### src/rtl/decim_ctrl.sv
// Frame sequencer and decimation scheduler for the I/Q path.
// Keeps every R-th valid sample and forwards it via valid/ready.
module decim_ctrl #(
  parameter int DATA_W  = 32,
  parameter int DECIM_W = 8,
  parameter int CNT_W   = 16
) (
  input  logic              fast_clk,
  input  logic              reset,
  input  logic              start,
  input  logic              abort,
  input  logic [DECIM_W-1:0] cfg_decim,
  input  logic [CNT_W-1:0]  cfg_frame_len,
  input  logic              din_valid,
  input  logic [DATA_W-1:0] din_re_Ff,
  input  logic [DATA_W-1:0] din_im_Ff,
  output logic              busy,
  output logic              done,
  output logic              overrun,
  output logic              dout_valid,
  input  logic              dout_ready,
  output logic [DATA_W-1:0] dout_re_Fs,
  output logic [DATA_W-1:0] dout_im_Fs,
  output logic [CNT_W-1:0]  dout_idx
);

  typedef enum logic [1:0] {
    S_IDLE,
    S_RUN,
    S_DONE
  } state_t;

  localparam logic [CNT_W-1:0]   CNT_ONE = 1;
  localparam logic [DECIM_W-1:0] PH_ONE  = 1;

  state_t state, state_nxt;

  logic [DECIM_W-1:0] ratio;
  logic [DECIM_W-1:0] phase;
  logic [CNT_W-1:0]   len;
  logic [CNT_W-1:0]   in_cnt;
  logic [CNT_W-1:0]   out_idx;

  logic start_ok;
  logic take;
  logic kept;
  logic last;
  logic load;
  logic drop;

  // Qualify the per-edge events; abort masks samples and start.
  always_comb begin
    start_ok = (state == S_IDLE) && start && !abort;
    take     = (state == S_RUN) && din_valid && !abort;
    kept     = take && (phase == '0);
    last     = take && ((in_cnt + CNT_ONE) == len);
    load     = kept && (!dout_valid || dout_ready);
    drop     = kept && dout_valid && !dout_ready;
  end

  // State register.
  always_ff @(posedge fast_clk or posedge reset) begin
    if (reset) state <= S_IDLE;
    else       state <= state_nxt;
  end

  // Next-state logic; an empty frame completes without running.
  always_comb begin
    state_nxt = state;
    if (abort) begin
      state_nxt = S_IDLE;
    end else begin
      case (state)
        S_IDLE: begin
          if (start) begin
            if (cfg_frame_len == '0) state_nxt = S_DONE;
            else                     state_nxt = S_RUN;
          end
        end
        S_RUN: begin
          if (last) state_nxt = S_DONE;
        end
        S_DONE: state_nxt = S_IDLE;
        default: state_nxt = S_IDLE;
      endcase
    end
  end

  assign busy = (state == S_RUN);
  assign done = (state == S_DONE);

  // Latch the frame setup and advance the sample counters.
  always_ff @(posedge fast_clk or posedge reset) begin
    if (reset) begin
      ratio   <= '0;
      len     <= '0;
      in_cnt  <= '0;
      phase   <= '0;
      out_idx <= '0;
    end else if (start_ok) begin
      ratio   <= (cfg_decim == '0) ? PH_ONE : cfg_decim;
      len     <= cfg_frame_len;
      in_cnt  <= '0;
      phase   <= '0;
      out_idx <= '0;
    end else if (take) begin
      in_cnt <= in_cnt + CNT_ONE;
      if (phase == ratio - PH_ONE) phase <= '0;
      else                         phase <= phase + PH_ONE;
      if (kept) out_idx <= out_idx + CNT_ONE;
    end
  end

  // Output register; a stalled output drops new samples.
  always_ff @(posedge fast_clk or posedge reset) begin
    if (reset) begin
      overrun    <= 1'b0;
      dout_valid <= 1'b0;
      dout_re_Fs <= '0;
      dout_im_Fs <= '0;
      dout_idx   <= '0;
    end else begin
      if (start_ok)  overrun <= 1'b0;
      else if (drop) overrun <= 1'b1;
      if (load) begin
        dout_valid <= 1'b1;
        dout_re_Fs <= din_re_Ff;
        dout_im_Fs <= din_im_Ff;
        dout_idx   <= out_idx;
      end else if (dout_ready) begin
        dout_valid <= 1'b0;
      end
    end
  end

endmodule

### config.mk
export PLATFORM = sky130hd
export DESIGN_NAME = decim_ctrl
export DESIGN_NICKNAME = d
export VERILOG_FILES = /design/src/rtl/decim_ctrl.sv
export SDC_FILE = /design/constraint.sdc
export NUM_CORES = 1
export LEC_CHECK = 0
export BUFFER_PORTS_ARGS = -buffer_cell sky130_fd_sc_hd__buf_2
export CELL_PAD_IN_SITES_DETAIL_PLACEMENT = 0
export CELL_PAD_IN_SITES_GLOBAL_PLACEMENT = 1
export CORE_MARGIN = 4
export CORE_UTILIZATION = 46
export CTS_BUF_LIST = sky130_fd_sc_hd__clkbuf_4
export CTS_CLUSTER_SIZE = 14
export DETAILED_ROUTE_END_ITERATION = 7
export PLACE_DENSITY_LB_ADDON = 0.1
export SLEW_MARGIN = 10
export SYNTH_ARGS = -nofsm -noshare
export SYNTH_HDL_FRONTEND = slang
export SYNTH_SLANG_ARGS = --single-unit
export TNS_END_PERCENT = 30
### constraint.sdc
create_clock -name fast_clk -period 9.3 [get_ports fast_clk]
set_clock_uncertainty 0.1 [all_clocks]
set_input_delay 1.86 -clock fast_clk [delete_from_list [all_inputs] [get_ports fast_clk]]
set_output_delay 1.86 -clock fast_clk [all_outputs]
set_load 0.05 [all_outputs]
==> results.md <==
- Run status: completed
- Global-route wire length before repair: 25520 um
- Register-to-Register Path Depth: 6
- Clock latency reported for the late side of the worst-skew pair: 0.55 ns
- Hold-fix buffers at CTS: 0
- HP Class: register to register
- Half-perimeter wire length of the detailed placement result: 11260 um
- Root buffer cell: clkbuf_4
- Maximum clock frequency: 260.9 MHz
- Crit Path Category: input pin to register
- Count of mapped cells out of synthesis: 603
- Overall global routing resource usage: about a fifth
- Number of buffers between clock root and the deepest sink: 2
- Synthesis-to-finish area growth: 19.82%
- Initial antenna violation count: 0
- Adder and majority cell fraction of the synthesized area: less than 1%
- Die Outline Area: roughly 17000 um^2
- Residual DRC: 0
- Crit start category: input pin
- Number of instances resized during post-cts repair: 0
- Sequential element share of the synthesized area: 55.08%
- Worst setup startpoint: abort
- TritonCTS clock tree: built
- Routed wire length: 15620 um
- Sort of element at the end of the critical path: register
- Leading cell type in the layout, fill and taps excluded: buf_2
- Final setup fails: 0
- Routed length per placed instance: 16.16 um
- Fraction of final layout cells sized beyond drive strength 1: 38.37%
- Number of setup buffers added after CTS: 0
- Average footprint of a synthesized cell: 11.15 um^2
- Layout Nets: about 870
- Vias/cell: 5.183
- Endpoint of the lowest-slack register-to-register path: dout_im_Fs[28]
- Post-synth design cell area: roughly 6700 um^2
- Largest net degree at the start of global routing: 86
- Flip-flop and latch count after synthesis: between 100 and 150
- YS warnings: 0
- Height of the die: 128.9 um
- Pwr/cell area: 283.5 nW/um^2
- Xor/xnor share of the synthesized area: 5.862%
- Worst Tran Pin Value: 1.070 ns
- Post-synth net total: 702
- Initial core utilization: 47.70%
- Simple-gate share of the synthesized area: 15.05%
- Leak pwr: between 4 and 5 nW
- Via count of the first global-routing pass: 5091
- CP required: 9.63 ns
- # port buffers: between 150 and 200
- IO Pins: 178
- First-pass iteration count of the detailed router: 4
- Detailed Route Iter0 Violations: 250
- Endpoint of the worst setup timing path: dout_im_Fs[28]
- Standard-cell rows: 43
- Post-route clock period utilization: 41.21%
- Antenna Nets Post-Route: 0
- Global placement routability congestion: 0.8395
- Max Transition Viols Final: 0
- Fraction of the mapped netlist area in compound gates: 7.183%
- Share of cell area taken by muxes after synthesis: 13.38%
- Number of unique standard cell types used by synthesis: 50
- Register-to-register path setup slack: between 6 and 7 ns
- Dominant combinational cell family by area after synthesis: simple AND/OR/NAND/NOR gates
- X dimension of the die: 128.9 um
- Number of sinks on the clock net: around 150
- Critical Path AT: 4.16 ns
- Number of buffers created by CTS: 17
- Minimum clock period after layout: about 3.8 ns
- Peak fanout along the critical path: 82
- Most used cells in the layout excluding fill and tap cells: buf_2 (177), dfrtp_1 (148), nand2_1 (93)
- Most used DFF post-synth: dfrtp_1
- Async set-reset flop share out of synthesis: between 90% and 100%
- Final-layout setup total negative slack: 0 ns
- Depth of the CTS H-tree: 4
- Total grt overflow: 0
- Count of flip-flops with a built-in enable after synthesis: 0
- Post-CTS clock slew at the launch and capture registers of the worst setup and hold paths: roughly 0.13 ns
- Max-Cap Viols: 0
- Source of the worst register-to-register timing path: phase[0]
- Core Area: 14100 um^2
- RSZ-0062 raised after global routing: false
- Worst relative slew slack: 28.65%
- N_diodes: 0
- Post-route core utilization: a little under three fifths
- Worst IR drop on VDD: 0.2656 mV
- Count of vias placed by the detailed router: 5012
- Number of hold violations in the final report: 0
-- cell type report --
cell class	count	area, um^2
tap	180	225.2
clock buffer	17	127.6
clock inverter	14	162.7
inverter	11	46.29
fill	1270	6040
timing repair buffer	182	923.4
sequential	148	3704
multi-input combinational	415	2868
-- worst min path at each step --
stage	startpoint	to	slack, ns	depth (start not counted)
final	dout_idx[8]	dout_idx[8]	0.40	2
after global routing	dout_im_Fs[11]	dout_im_Fs[11]	0.43	1
after CTS	dout_idx[8]	dout_idx[8]	0.40	2
after detailed placement	dout_idx[8]	dout_idx[8]	0.37	2
after global placement	dout_idx[4]	dout_idx[4]	0.36	2
after floorplan	len[6]	len[6]	0.35	2
-- cell usage after synthesis (2+ instances only) --
cell,n,area share (%)
a31oi_1,3,0.28
o31ai_1,8,0.89
a21oi_1,10,0.74
a211oi_1,2,0.22
clkbuf_1,14,0.78
or3_1,6,0.56
buf_2,15,1.1
nor2_1,34,1.9
nor3_1,5,0.37
xnor2_1,27,3.5
ha_1,5,0.93
and4_1,5,0.65
o21ai_0,35,2.6
nor3_2,2,0.30
and3_1,5,0.47
xor2_1,18,2.3
nand4_1,9,0.84
nand3b_1,3,0.33
a21o_1,4,0.45
and2_1,2,0.19
mux2_2,79,13
inv_1,11,0.61
dfrtp_1,148,55
nand3_1,18,1.3
nor2b_1,3,0.28
a22o_1,4,0.52
o21ai_1,2,0.15
nor4_1,11,1.0
nand2_1,94,5.2
-- logic make-up (layout without fill, tap and decap cells) --
kind of cell,Yosys count,in the layout
simple gates,208,208
flops,148,148
mux,80,80
compound gates,77,77
xor+xnor,45,45
buf+inv,40,224
fa+ha+maj,5,5
-- worst max-delay path, stage by stage --
cell and delay [ns]:
buf_2 0.13, nor4bb_1 0.25, buf_4 0.24, and3_1 0.45, nand2_4 0.61, mux2_2 0.53
-- metal layers --
layer / up-vias / share of wire (%) / global-route usage, %
li1: 2442 / - / -
met1: 2423 / 43 / 25.79
met2: 132 / 48 / 30.18
met3: 15 / 7.6 / 6.891
met4: 0 / 0.97 / 5.374
met5: - / 0 / 0
-- report_power, final --
group | total [mW] | switching [mW] | internal [mW]
clock network | 0.418 | 0.235 | 0.183
logic | 0.967 | 0.703 | 0.264
registers | 0.899 | 0.0910 | 0.808
total | 2.28 | 1.03 | 1.25
-- sequential cells by signal (all words and copies together), names as in the netlist --
name,cells
out_idx,16
in_cnt,16
state,2
overrun,1
ratio,8
dout_valid,1
phase,8
len,16
dout_idx,16
dout_im_Fs,32
dout_re_Fs,32
-- per-stage QoR --
stage | std cells | hold WS [ns] | worst slack, ns | area, um^2 | power (mW)
floorplan | 603 | 0.3547 | 3.360 | 6724 | 1.645
global placement | 936 | 0.3635 | 5.009 | 7766 | 1.868
detailed placement | 936 | 0.3735 | 4.909 | 7766 | 1.891
CTS | 967 | 0.4035 | 5.529 | 8056 | 2.318
global route | 967 | 0.4265 | 5.317 | 8056 | 2.403
finish | 967 | 0.3980 | 5.467 | 8056 | 2.284
Power figures use the tool's default switching activity.
